--- src/rtl/qpsk_pkg.sv ---
// Shared constants for the I/Q symbol slicer: modulation modes and the 2-bit
// per-branch decision codes ({sign, inner}).
package qpsk_pkg;

  typedef enum logic {
    MODE_QPSK  = 1'b0,
    MODE_QAM16 = 1'b1
  } mode_e;

  // Decision codes. DEC_NONE shares its encoding with DEC_P3: after reset the
  // outputs read 2'b00 until the first decision is made.
  localparam logic [1:0] DEC_NONE = 2'b00;
  localparam logic [1:0] DEC_P3   = 2'b00;
  localparam logic [1:0] DEC_P1   = 2'b01;
  localparam logic [1:0] DEC_M1   = 2'b11;
  localparam logic [1:0] DEC_M3   = 2'b10;

  // Map a sign bit and an inner/outer flag onto the decision code.
  function automatic logic [1:0] dec_code(input logic neg, input logic inner);
    logic [1:0] code;
    case ({neg, inner})
      2'b00:   code = DEC_P3;
      2'b01:   code = DEC_P1;
      2'b11:   code = DEC_M1;
      default: code = DEC_M3;
    endcase
    return code;
  endfunction

endpackage

--- src/rtl/decision_slicer.sv ---
// One-branch hard decision: magnitude with saturation, threshold compare and
// sign, registered together with the sample the decision was made on.
module decision_slicer
  import qpsk_pkg::*;
#(
  parameter int DATA_W = 36
) (
  input  logic              clk_fs,
  input  logic              rst_n,
  input  logic              valid_i,
  input  logic [DATA_W-1:0] x_i,
  input  mode_e             mode_i,
  input  logic [DATA_W-2:0] thresh_i,
  output logic [1:0]        dec_o,
  output logic [DATA_W-1:0] sample_o
);

  localparam logic [DATA_W-2:0] MAG_MAX = '1;
  localparam logic [DATA_W-2:0] MAG_ONE = (DATA_W-1)'(1);

  logic              neg;
  logic [DATA_W-2:0] neg_low;
  logic [DATA_W-2:0] mag;
  logic              inner;
  logic [1:0]        dec_d;
  logic [1:0]        dec_q;
  logic [DATA_W-1:0] sample_q;

  // Combinational slice: |x| in DATA_W-1 bits, most-negative input saturates.
  always_comb begin
    neg     = x_i[DATA_W-1];
    neg_low = ~x_i[DATA_W-2:0] + MAG_ONE;
    mag     = x_i[DATA_W-2:0];
    if (neg) begin
      // Sign set with all-zero low bits is -2^(DATA_W-1); its magnitude
      // does not fit, so clip to the largest representable value.
      if (x_i[DATA_W-2:0] == '0) begin
        mag = MAG_MAX;
      end else begin
        mag = neg_low;
      end
    end
    inner = (mode_i == MODE_QAM16) ? (mag < thresh_i) : 1'b1;
    dec_d = dec_code(neg, inner);
  end

  // Output register: holds the last decision until a new one arrives.
  always_ff @(posedge clk_fs or negedge rst_n) begin
    if (!rst_n) begin
      dec_q    <= DEC_NONE;
      sample_q <= '0;
    end else if (valid_i) begin
      dec_q    <= dec_d;
      sample_q <= x_i;
    end
  end

  assign dec_o    = dec_q;
  assign sample_o = sample_q;

endmodule

--- src/rtl/symbol_decision.sv ---
// I/Q symbol decision stage: counts samples within a symbol, picks the sample
// at a programmable phase, and slices both branches (QPSK or 16-QAM) with a
// two-register pipeline ending in a one-cycle sym_valid strobe.
module symbol_decision
  import qpsk_pkg::*;
#(
  parameter int   DATA_W = 36,
  parameter int   SPS    = 4,
  localparam int  CNT_W  = $clog2(SPS)
) (
  input  logic              clk_fs,
  input  logic              rst_n,
  input  logic              in_valid,
  input  logic [DATA_W-1:0] filter_in_I,
  input  logic [DATA_W-1:0] filter_in_Q,
  input  logic [CNT_W-1:0]  phase_sel,
  input  logic              cnt_clr,
  input  logic              mode,
  input  logic [DATA_W-2:0] thresh,
  output logic              sym_valid,
  output logic [1:0]        bit_out_I,
  output logic [1:0]        bit_out_Q,
  output logic [DATA_W-1:0] temp_I,
  output logic [DATA_W-1:0] temp_Q
);

  localparam logic [CNT_W-1:0] LAST_IDX = CNT_W'(SPS - 1);
  localparam logic [CNT_W-1:0] ONE_IDX  = CNT_W'(1);

  // Sample counter and shadowed symbol configuration
  logic [CNT_W-1:0]  cnt_q, cnt_d;
  logic [CNT_W-1:0]  phase_q, phase_d;
  mode_e             mode_q, mode_d;

  // Stage-1 capture of the selected sample
  logic              s1_valid_q, s1_valid_d;
  logic [DATA_W-1:0] s1_i_q;
  logic [DATA_W-1:0] s1_q_q;
  mode_e             s1_mode_q;

  logic              sym_valid_q;

  // Per-cycle decode
  logic              at_idx0;
  logic [CNT_W-1:0]  idx_cur;
  logic [CNT_W-1:0]  phase_clamped;
  logic [CNT_W-1:0]  phase_eff;
  mode_e             mode_eff;

  // Index of the current cycle, effective phase/mode and the next counter value.
  always_comb begin
    at_idx0       = cnt_clr || (cnt_q == '0);
    idx_cur       = cnt_clr ? '0 : cnt_q;
    phase_clamped = (phase_sel > LAST_IDX) ? LAST_IDX : phase_sel;
    // At index 0 the new configuration is picked up directly, so a phase of 0
    // already applies to the index-0 sample; elsewhere the shadow copy rules.
    phase_eff     = at_idx0 ? phase_clamped : phase_q;
    mode_eff      = at_idx0 ? mode_e'(mode) : mode_q;
    phase_d       = phase_eff;
    mode_d        = mode_eff;

    cnt_d = cnt_q;
    if (cnt_clr) begin
      // Realign wins over wrap/increment: a valid sample here is index 0.
      cnt_d = in_valid ? ONE_IDX : '0;
    end else if (in_valid) begin
      cnt_d = (cnt_q >= LAST_IDX) ? '0 : cnt_q + ONE_IDX;
    end

    s1_valid_d = in_valid && (idx_cur == phase_eff);
  end

  // Counter and shadow configuration registers.
  always_ff @(posedge clk_fs or negedge rst_n) begin
    if (!rst_n) begin
      cnt_q   <= '0;
      phase_q <= '0;
      mode_q  <= MODE_QPSK;
    end else begin
      cnt_q   <= cnt_d;
      phase_q <= phase_d;
      mode_q  <= mode_d;
    end
  end

  // Stage 1: capture the selected I/Q sample with the mode it is sliced in.
  always_ff @(posedge clk_fs or negedge rst_n) begin
    if (!rst_n) begin
      s1_valid_q <= 1'b0;
      s1_i_q     <= '0;
      s1_q_q     <= '0;
      s1_mode_q  <= MODE_QPSK;
    end else begin
      s1_valid_q <= s1_valid_d;
      if (s1_valid_d) begin
        s1_i_q    <= filter_in_I;
        s1_q_q    <= filter_in_Q;
        s1_mode_q <= mode_eff;
      end
    end
  end

  // Stage 2 strobe, aligned with the slicer output registers.
  always_ff @(posedge clk_fs or negedge rst_n) begin
    if (!rst_n) begin
      sym_valid_q <= 1'b0;
    end else begin
      sym_valid_q <= s1_valid_q;
    end
  end

  decision_slicer #(
    .DATA_W (DATA_W)
  ) u_slicer_i (
    .clk_fs   (clk_fs),
    .rst_n    (rst_n),
    .valid_i  (s1_valid_q),
    .x_i      (s1_i_q),
    .mode_i   (s1_mode_q),
    .thresh_i (thresh),
    .dec_o    (bit_out_I),
    .sample_o (temp_I)
  );

  decision_slicer #(
    .DATA_W (DATA_W)
  ) u_slicer_q (
    .clk_fs   (clk_fs),
    .rst_n    (rst_n),
    .valid_i  (s1_valid_q),
    .x_i      (s1_q_q),
    .mode_i   (s1_mode_q),
    .thresh_i (thresh),
    .dec_o    (bit_out_Q),
    .sample_o (temp_Q)
  );

  assign sym_valid = sym_valid_q;

endmodule
--- config.mk ---
export PLATFORM = sky130hd
export DESIGN_NAME = symbol_decision
export DESIGN_NICKNAME = d
export VERILOG_FILES = /design/src/rtl/qpsk_pkg.sv /design/src/rtl/decision_slicer.sv /design/src/rtl/symbol_decision.sv
export SDC_FILE = /design/constraint.sdc
export NUM_CORES = 1
export LEC_CHECK = 0
export BUFFER_PORTS_ARGS = -buffer_cell sky130_fd_sc_hd__buf_2
export CAP_MARGIN = 20
export CORE_ASPECT_RATIO = 0.9
export CORE_UTILIZATION = 51
export CTS_CLUSTER_DIAMETER = 60
export DETAILED_ROUTE_END_ITERATION = 16
export PLACE_DENSITY = 0.77
export SLEW_MARGIN = 20
export SYNTH_ARGS = -nofsm -noshare
export SYNTH_HDL_FRONTEND = slang
export SYNTH_HIERARCHICAL = 1
export SYNTH_SLANG_ARGS = --single-unit
export TNS_END_PERCENT = 100
--- constraint.sdc ---
create_clock -name clk_fs -period 3.9 [get_ports clk_fs]
set_input_delay 0.39 -clock clk_fs [delete_from_list [all_inputs] [get_ports clk_fs]]
set_output_delay 0.39 -clock clk_fs [all_outputs]
set_load 0.1 [all_outputs]
==> summary.md, run 1 <==
| Metric | Value |
|---|---|
| H-Tree Depth | `4` |
| Cell Area, Placed | `about 0.011 mm2` |
| Endpoint class of the critical path | `flop` |
| Syn Nets | `1091` |
| All-layer global routing usage | `0.251` |
| Die area | `between 0.015 and 0.02 mm2` |
| Maxcap violations | `0` |
| Fin crit period | `between 3 and 4 ns` |
| Drt pass-1 iters | `5` |
| Netlist cell types | `between 50 and 60` |
| Final ANT Viol Nets | `0` |
| Outcome | `completed` |
| Die Ht | `around 130 um` |
| Worst Path Max Fanout | `6` |
| Setup violations, final | `0` |
| Root Buffer | `clkbuf_16` |
| Min-delay worst type | `input port to asynchronous set/reset pin` |
| Mean Syn Cell Area | `between 10 and 15 um2` |
| First-pass GRT wire length | `about 39000 um` |
| Area Growth Syn to Fin | `19.8%` |
| Post-synth ARST share | `1.00` |
| # clock sinks | `between 150 and 200` |
| Skew final | `0.00513 ns` |
| Final net count | `approximately 1300` |
| Worst setup SP type | `flop` |
| Met3 routed WL | `approximately 1800 um` |
| Share of cells above drive strength 1 | `0.383` |
| RR Startpoint | `s1_i_q[14]$_DFFE_PN0P_` |
| Slew Limit Headroom | `0.439` |
| Yosys reg bits | `approximately 160` |
| Synth Flop Type | `dfrtp_1` |
| First DRT Iteration DRCs | `561` |
| Vias in the first global route | `approximately 7700` |
| HPWL Detailed | `~18000 um` |
| Hold-fix buffers, CTS | `0` |
| DR DRC count | `0` |
| Input/output buffers | `190` |
| Routed len/inst | `about 18 um` |
| Area of the mapped netlist | `between 0.009 and 0.01 mm2` |
| Vias after detailed routing | `around 7700` |
| Max clock buf depth | `2` |
| Register area | `roughly 0.0039 mm2` |
| Slew of the pin with the lowest slew margin | `0.842 ns` |
| Number of flops mapped to enable cells by yosys | `0` |
| Sequential share of the synthesized area | `0.396` |
| Max Slew Vio Count | `0` |
| GP Congestion | `0.905` |
| Starting Density | `0.529` |
| Fill cell count | `1512` |
| Die X-Extent | `149 um` |
| CTS tree | `yes` |
| DR vias/cell | `about 5.5` |
| Wl on met1 | `10900 um` |
| Worst path arrival time | `roughly 4.1 ns` |
| Core ar. | `about 0.019 mm2` |
| Top Layer Used | `met5` |
| IO Pins | `191` |
| Largest net degree at the start of global routing | `91` |
| Final hold violation count | `0` |
| Met2 Routed Length | `between 10000 and 15000 um` |
| Most common cell after layout, fill and taps aside | `buf_2` |
| Design area | `about 0.012 mm2` |
| Initial antenna violation count | `9` |
| Synth warn | `6` |
| Core Rows | `47` |
| Most frequent cells in the layout | `189 x buf_2, 155 x dfrtp_1, 87 x mux2_2, 87 x nand2_1, 83 x inv_1` |
| Combined area of the multi-input logic cells | `~0.0055 mm2` |
| CP Class | `flop to flop` |
| Period utilisation layout | `0.970` |
| Worst-path clk slew | `~0.060 ns` |
| TritonCTS buffer count | `17` |
| CP Data Required Time | `between 4 and 5 ns` |
| F_max | `264 MHz` |
| GRT overflow | `0` |
| Clock Latency Late Sink | `0.42 ns` |
| CP Launch Point | `s1_i_q[14]$_DFFE_PN0P_` |
| Final wirelength | `~24000 um` |
| Syn Inst Count | `906` |
## sequential cells by signal, indices dropped and copies added, names as in the netlist, 2 cells and up
signal               count
u_slicer_i/sample_o     36
u_slicer_q/dec_o         2
u_slicer_q/sample_o     36
phase_q                  2
u_slicer_i/dec_o         2
s1_q_q                  36
s1_i_q                  36
cnt_q                    2
## what timing repair did
action                     4_1_cts  5_1_grt
setup buffers                    0        8
resized for setup                0       17
setup endpoints to repair        1        2
pin swaps                        1        9
## critical path, stage by stage, from the launching register on
cell and delay (ns):
dfrtp_1 0.37, or4_4 0.57, nand4bb_4 0.27, or3_4 0.43
or4_4 0.54, buf_4 0.18, buf_4 0.14, nand2_1 0.05
ha_1 0.13, nand4_1 0.12, or3_4 0.36, a2111oi_4 0.26
o211a_1 0.18, a211oi_1 0.04
## kinds of logic after synthesis
| family | count (synthesis) | synth area share |
|---|---|---|
| flops | 156 | 0.396 |
| mux | 157 | 0.200 |
| simple gates | 216 | 0.115 |
| fa+ha+maj | 71 | 0.0901 |
| xor+xnor | 51 | 0.0453 |
| buf+inv | 118 | 0.0599 |
| compound gates | 137 | 0.0933 |
## metrics by stage
step / util / hold WS, ns / setup slack [ns] / instances / setup TNS [ns]
2_1_floorplan: - / 0.0944 / 0.0673 / 906 / 0
3_3_place_gp: 0.595 / 0.476 / 0.108 / 1338 / 0
3_5_place_dp: 0.595 / 0.488 / 0.000788 / 1338 / 0
4_1_cts: 0.624 / 0.0595 / 0.0850 / 1367 / 0
5_1_grt: 0.633 / 0.0940 / -0.00814 / 1377 / -0.00814
6_report: 0.633 / 0.0126 / 0.117 / 1382 / 0
## path summary, 6_finish.rpt
check | to | slack [ns] | cells past startpoint
max in group asynchronous | u_slicer_q/sample_o[23]$_DFFE_PN0P_ | 2.93 | 2
worst min-delay path | u_slicer_i/sample_o[27]$_DFFE_PN0P_ | 0.01 | 1
worst max-delay path | u_slicer_i/dec_o[0]$_DFFE_PN0P_ | 0.12 | 13
worst min register to register | u_slicer_q/sample_o[14]$_DFFE_PN0P_ | 0.50 | 1
worst max register to register | u_slicer_i/dec_o[0]$_DFFE_PN0P_ | 0.12 | 13
min in group clk_fs | s1_q_q[31]$_DFFE_PN0P_ | 0.19 | 2
## cell usage after synthesis (all sizes together) (2+ instances only)
library cell | instances | area (um2)
dfrtp | 156 | 3900
mux2 | 146 | 1870
nand2 | 92 | 358
inv | 83 | 312
ha | 71 | 888
xor2 | 45 | 394
a21oi | 36 | 180
o21ai | 33 | 165
nor2 | 25 | 93.8
buf | 22 | 230
nand4 | 19 | 119
o31ai | 17 | 155
o41ai | 16 | 140
nor3 | 14 | 70.1
clkbuf | 13 | 48.8
mux2i | 11 | 110
nor4 | 9 | 81.3
or3 | 9 | 71.3
or4 | 9 | 75.1
nor2b | 8 | 50.1
nand3 | 7 | 35.0
a211oi | 6 | 45.0
and3 | 6 | 42.5
nand2b | 6 | 37.5
o211ai | 6 | 45.0
o31a | 6 | 52.6
xnor2 | 6 | 52.6
a22oi | 4 | 30.0
a21o | 3 | 22.5
nand4b | 3 | 26.3
a41oi | 2 | 17.5
and2 | 2 | 12.5
nand3b | 2 | 15.0
or2 | 2 | 12.5
## final cells by class
type,instances,area share
antenna,7,0.00148
clock buffer,22,0.0402
clock inverter,7,0.00572
inverter,83,0.0264
multi-input combinational,632,0.462
sequential,156,0.331
tap,245,0.0260
timing repair buffer,230,0.108
## routing by layer
metal / vias up / global-route usage
met5: - / 0
met3: 38 / 0.0837
met4: 6 / 0.0704
li1: 3655 / -
met1: 3728 / 0.325
met2: 243 / 0.401
Power of run 1 is not shown: default switching activity piles up to over one toggle a cycle in this logic, so the estimate is an artifact.
==> run 2: changes to the inputs <==
- SETUP_SLACK_MARGIN: not set -> 0.3
==> summary.md, run 2 (synthesis results as in run 1) <==
| Metric | Value |
|---|---|
| R2R cell count | `11 (-2)` |
| Maxcap violations | `0 (unchanged)` |
| Vias after detailed routing | `7709 (+0.51%)` |
| Area Growth Syn to Fin | `22.1%` |
| Slew Limit Headroom | `0.376 (-0.0630)` |
| Max Slew Vio Count | `0 (unchanged)` |
| CTS tree | `yes` |
| GP Congestion | `0.854 (-5.7%)` |
| Sequence of cells on the critical path | `or4_4, or3_4, or3_4, o21ai_2, mux2i_1, ha_1, nand4_1, or4_4, nand4b_1, a41oi_2, nor3_1` |
| Most common cell after layout, fill and taps aside | `buf_2` |
| DR DRC count | `0 (unchanged)` |
| Clock Latency Late Sink | `0.43 ns (about the same)` |
| Vias in the first global route | `7577 (-1.7%)` |
| Final wirelength | `25200 um (+3.6%)` |
| Die area | `0.0199 mm2 (unchanged)` |
| Worst setup SP type | `flop` |
| Most frequent cells in the layout | `189 x buf_2, 154 x dfrtp_1, 87 x mux2_2` |
| CP Class | `flop to flop` |
| Worst Path Max Fanout | `4 (-2)` |
| IO Pins | `191 (unchanged)` |
| Die X-Extent | `149 um (unchanged)` |
| Core ar. | `0.0186 mm2 (unchanged)` |
| Die Ht | `134 um (unchanged)` |
| Final ANT Viol Nets | `0 (unchanged)` |
| Endpoint class of the critical path | `flop` |
| First-pass GRT wire length | `39200 um (+1.4%)` |
| Final hold violation count | `0 (unchanged)` |
| F_max | `280 MHz (+5.8%)` |
| Outcome | `completed` |
| Fin crit period | `3.58 ns (-0.207 ns)` |
| RR Startpoint | `s1_q_q[23]$_DFFE_PN0P_` |
| HPWL Detailed | `17800 um (-0.61%)` |
| Max clock buf depth | `2 (unchanged)` |
| Largest net degree at the start of global routing | `102 (+12%)` |
| Worst path max stage delay | `0.57 ns (about the same)` |
| Post-Route Setup TNS | `0 ns (unchanged)` |
| All-layer global routing usage | `0.254 (+0.00252)` |
| Period utilisation layout | `0.917 (-0.0530)` |
| Worst path slowest cell | `or4_4` |
| Buffers and inverters on the worst path | `0 (-2)` |
| Skew final | `0.00986 ns (+0.00473 ns)` |
| Worst path depth | `11 (-2)` |
| Core Rows | `47 (unchanged)` |
| Starting Density | `0.529 (unchanged)` |
| GRT overflow | `0 (unchanged)` |
| Final net count | `1309 (+0.31%)` |
| Input/output buffers | `190 (unchanged)` |
| CP Launch Point | `s1_q_q[23]$_DFFE_PN0P_` |
| Worst-path clk slew | `0.07 ns (about the same)` |
| Worst path arrival time | `3.88 ns (-0.20 ns)` |
| Routed len/inst | `18.2 um (+3.4%)` |
| Initial antenna violation count | `4 (-5)` |
| Min-delay worst type | `input port to asynchronous set/reset pin` |
| CP delay by family, top | `simple AND/OR/NAND/NOR gates` |
| Drt pass-1 iters | `5 (unchanged)` |
| First DRT Iteration DRCs | `599 (+6.8%)` |
| Slew of the pin with the lowest slew margin | `0.936 ns (+0.0944 ns)` |
| CP Data Required Time | `4.21 ns (about the same)` |
| H-Tree Depth | `4 (unchanged)` |
| Share of cells above drive strength 1 | `0.405 (+0.0223)` |
| Root Buffer | `clkbuf_16` |
| Setup violations, final | `0 (unchanged)` |
| DR vias/cell | `5.57 (+0.29%)` |
| TritonCTS buffer count | `17 (unchanged)` |
| # clock sinks | `156 (unchanged)` |
| RSZ-0062 raised after global routing | `yes` |
==> run 2: changes by cell type in the layout (fill, tap and decap cells not counted), moves of 4 or more <==
cell,delta
diode_2,-4
nand2_1,-5
inv_6,+4
nand2_2,+4
==> run 2: stage by stage <==
stage / instance area, um2 / util / cells / hold WS [ns] / setup WS (ns)
global placement: 11100 / 0.595 / 1331 / 0.477 / 0.183
CTS: 11800 / 0.633 / 1373 / 0.0977 / 0.262
floorplan: 9880 / - / 906 / 0.0944 / 0.251
detailed placement: 11100 / 0.595 / 1331 / 0.490 / 0.0183
global route: 12000 / 0.645 / 1382 / 0.118 / 0.225
finish: 12000 / 0.646 / 1385 / 0.0464 / 0.323
==> run 2: path summary, 6_finish.rpt <==
path	end	slack, ns
max in group asynchronous	u_slicer_i/sample_o[31]$_DFFE_PN0P_	3.03
hold / removal	u_slicer_q/sample_o[15]$_DFFE_PN0P_	0.05
hold reg to reg	u_slicer_q/sample_o[7]$_DFFE_PN0P_	0.50
min in group clk_fs	s1_i_q[25]$_DFFE_PN0P_	0.19
setup reg to reg	u_slicer_q/dec_o[0]$_DFFE_PN0P_	0.32
setup / recovery	u_slicer_q/dec_o[0]$_DFFE_PN0P_	0.32
==> run 2: layout make-up <==
type	count	area, um2
Tap cell	245	307
Inverter	83	312
Fill cell	1469	6610
Antenna cell	3	7.51
Clock buffer	18	429
Clock inverter	14	159
Timing Repair Buffer	232	1310
Multi-Input combinational cell	634	5610
Sequential cell	156	3910
==> run 2: timing repair <==
| action | CTS | global route |
|---|---|---|
| gates resized for setup | 10 | 29 |
| pin swaps | 10 | 21 |
| cloned | 2 | 0 |
| hold buffers | 0 | 0 |
| endpoints found under the setup margin | 2 | 2 |
| setup buffers | 8 | 9 |
==> run 2: metal layers <==
metal,part of all wire,global-route usage,vias to the layer above
li1,-,-,3694
met1,0.46,0.354,3715
met2,0.45,0.397,271
met3,0.078,0.0650,25
met4,0.010,0.0544,4
met5,0.0011,0,-
Power of run 2 is left out for the same reason.
==> run 3: changes to the inputs <==
- CORE_UTILIZATION: 51 -> 55
- PLACE_DENSITY: 0.77 -> 0.79
- clock period: 3.9 -> 3.6 ns (I/O delays scaled with it)
==> summary.md, run 3 (synthesis results as in run 1) <==
| Metric | Value |
|---|---|
| DR vias/cell | `5.56 (-0.15%)` |
| Die X-Extent | `143 um (-3.7%)` |
| Endpoint class of the critical path | `flop` |
| Drt pass-1 iters | `5 (unchanged)` |
| Setup violations, final | `0 (unchanged)` |
| Most common cell after layout, fill and taps aside | `buf_2` |
| IO Pins | `191 (unchanged)` |
| Maxcap violations | `0 (unchanged)` |
| Share of cells above drive strength 1 | `0.415 (+0.00948)` |
| Violated checks | `hold timing` |
| Starting Density | `0.561 (+0.0327)` |
| Max clock buf depth | `2 (unchanged)` |
| Final net count | `1324 (+1.1%)` |
| Area Growth Syn to Fin | `24.4%` |
| Max Slew Vio Count | `0 (unchanged)` |
| Largest net degree at the start of global routing | `86 (-16%)` |
| Clock Latency Late Sink | `0.43 ns (about the same)` |
| Final ANT Viol Nets | `0 (unchanged)` |
| Skew final | `0.0147 ns (+0.00484 ns)` |
| Hold Worst Slack | `-0.0423 ns (-0.0887 ns)` |
| Core Rows | `46 (-2.1%)` |
| Initial antenna violation count | `5 (+1)` |
| Worst path arrival time | `3.84 ns (-0.04 ns)` |
| HPWL Detailed | `17700 um (-0.77%)` |
| CP Class | `flop to flop` |
| Final Instance Count excl. Fillers | `1399 (+1.0%)` |
| Worst Path Max Fanout | `7 (+3)` |
| F_max | `283 MHz (+1.3%)` |
| Root Buffer | `clkbuf_16` |
| Input/output buffers | `190 (unchanged)` |
| Core ar. | `0.0176 mm2 (-5.8%)` |
| TritonCTS buffer count | `17 (unchanged)` |
| GP Congestion | `0.886 (+3.8%)` |
| Worst setup SP type | `flop` |
| First DRT Iteration DRCs | `534 (-11%)` |
| R2R cell count | `11 (unchanged)` |
| CTS tree | `yes` |
| GRT overflow | `0 (unchanged)` |
| Die area | `0.0185 mm2 (-7.2%)` |
| Slew of the pin with the lowest slew margin | `0.769 ns (-0.167 ns)` |
| Vias in the first global route | `7738 (+2.1%)` |
| All-layer global routing usage | `0.273 (+0.0190)` |
| Fin crit period | `3.53 ns (-0.0461 ns)` |
| Final wirelength | `24500 um (-2.7%)` |
| Slew Limit Headroom | `0.487 (+0.111)` |
| Min-delay worst type | `input port to asynchronous set/reset pin` |
| Placed cell count | `1353 (+1.7%)` |
| Outcome | `finished, violations left` |
| Worst-path clk slew | `0.07 ns (about the same)` |
| # clock sinks | `156 (unchanged)` |
| Period utilisation layout | `0.981 (+0.0636)` |
| Most frequent cells in the layout | `189 x buf_2, 155 x dfrtp_1, 87 x mux2_2` |
| Routed len/inst | `17.5 um (-3.7%)` |
| CP Data Required Time | `3.91 ns (-0.30 ns)` |
| Final hold violation count | `26 (+26)` |
| Vias after detailed routing | `7775 (+0.86%)` |
| DR DRC count | `0 (unchanged)` |
| Die Ht | `129 um (-3.6%)` |
| H-Tree Depth | `4 (unchanged)` |
| First-pass GRT wire length | `38600 um (-1.7%)` |
| RSZ-0062 raised after global routing | `yes` |
==> run 3: per-layer routing <==
layer,vias up,GRT usage,share of wire
met4,4,0.0810,0.018
met2,265,0.429,0.46
met1,3744,0.361,0.44
met3,45,0.0845,0.080
li1,3717,-,-
met5,-,0,0.00094
==> run 3: final cells by class <==
class,instances,area (um2)
Sequential cell,156,3910
Clock buffer,18,439
Clock inverter,14,267
Tap cell,240,300
Antenna cell,7,17.5
Fill cell,1308,5300
Multi-Input combinational cell,633,5590
Inverter,83,312
Timing Repair Buffer,248,1420
==> run 3: path summary, 6_finish.rpt <==
check,slack [ns],endpoint,startpoint
worst max-delay path,0.07,u_slicer_q/dec_o[0]$_DFFE_PN0P_,s1_q_q[26]$_DFFE_PN0P_
worst min-delay path,-0.04,u_slicer_i/sample_o[29]$_DFFE_PN0P_,rst_n
worst max register to register,0.07,u_slicer_q/dec_o[0]$_DFFE_PN0P_,s1_q_q[26]$_DFFE_PN0P_
worst min register to register,0.50,u_slicer_q/sample_o[3]$_DFFE_PN0P_,u_slicer_q/sample_o[3]$_DFFE_PN0P_
max in group asynchronous,2.79,s1_q_q[17]$_DFFE_PN0P_,rst_n
min in group clk_fs,0.15,s1_i_q[34]$_DFFE_PN0P_,filter_in_I[34]
==> run 3: per-stage QoR <==
| stage | hold WS, ns | area (um2) | setup slack [ns] | util | TNS [ns] |
|---|---|---|---|---|---|
| floorplan | 0.0644 | 9890 | -0.0485 | - | -0.0485 |
| global placement | 0.457 | 11300 | 0.0190 | 0.643 | 0 |
| detailed placement | 0.462 | 11300 | -0.0191 | 0.643 | -0.0191 |
| CTS | 0.00442 | 12200 | 0.0491 | 0.694 | 0 |
| global route | 0.0290 | 12200 | -0.0530 | 0.697 | -0.0801 |
| finish | -0.0423 | 12300 | 0.0693 | 0.698 | 0 |
==> run 3: repair_timing <==
action                                  CTS  global route
endpoints found under the setup margin    2             2
resized for setup                        25            10
setup buffers                             6             0
hold buffers                              0             0
pin swaps                                26             2
gates cloned                              1             0
==> run 3: worst max-delay path, stage by stage, from the launching register on <==
cell and delay (ns):
dfrtp_1 0.44, or4_1 0.66, nor4_2 0.26, nand4_1 0.31
nor2b_1 0.24, mux2i_1 0.19, ha_1 0.20, nand4_1 0.11
or4_4 0.55, nand4b_1 0.21, a41oi_2 0.18, nor3_1 0.06
Power of run 3 is left out for the same reason.
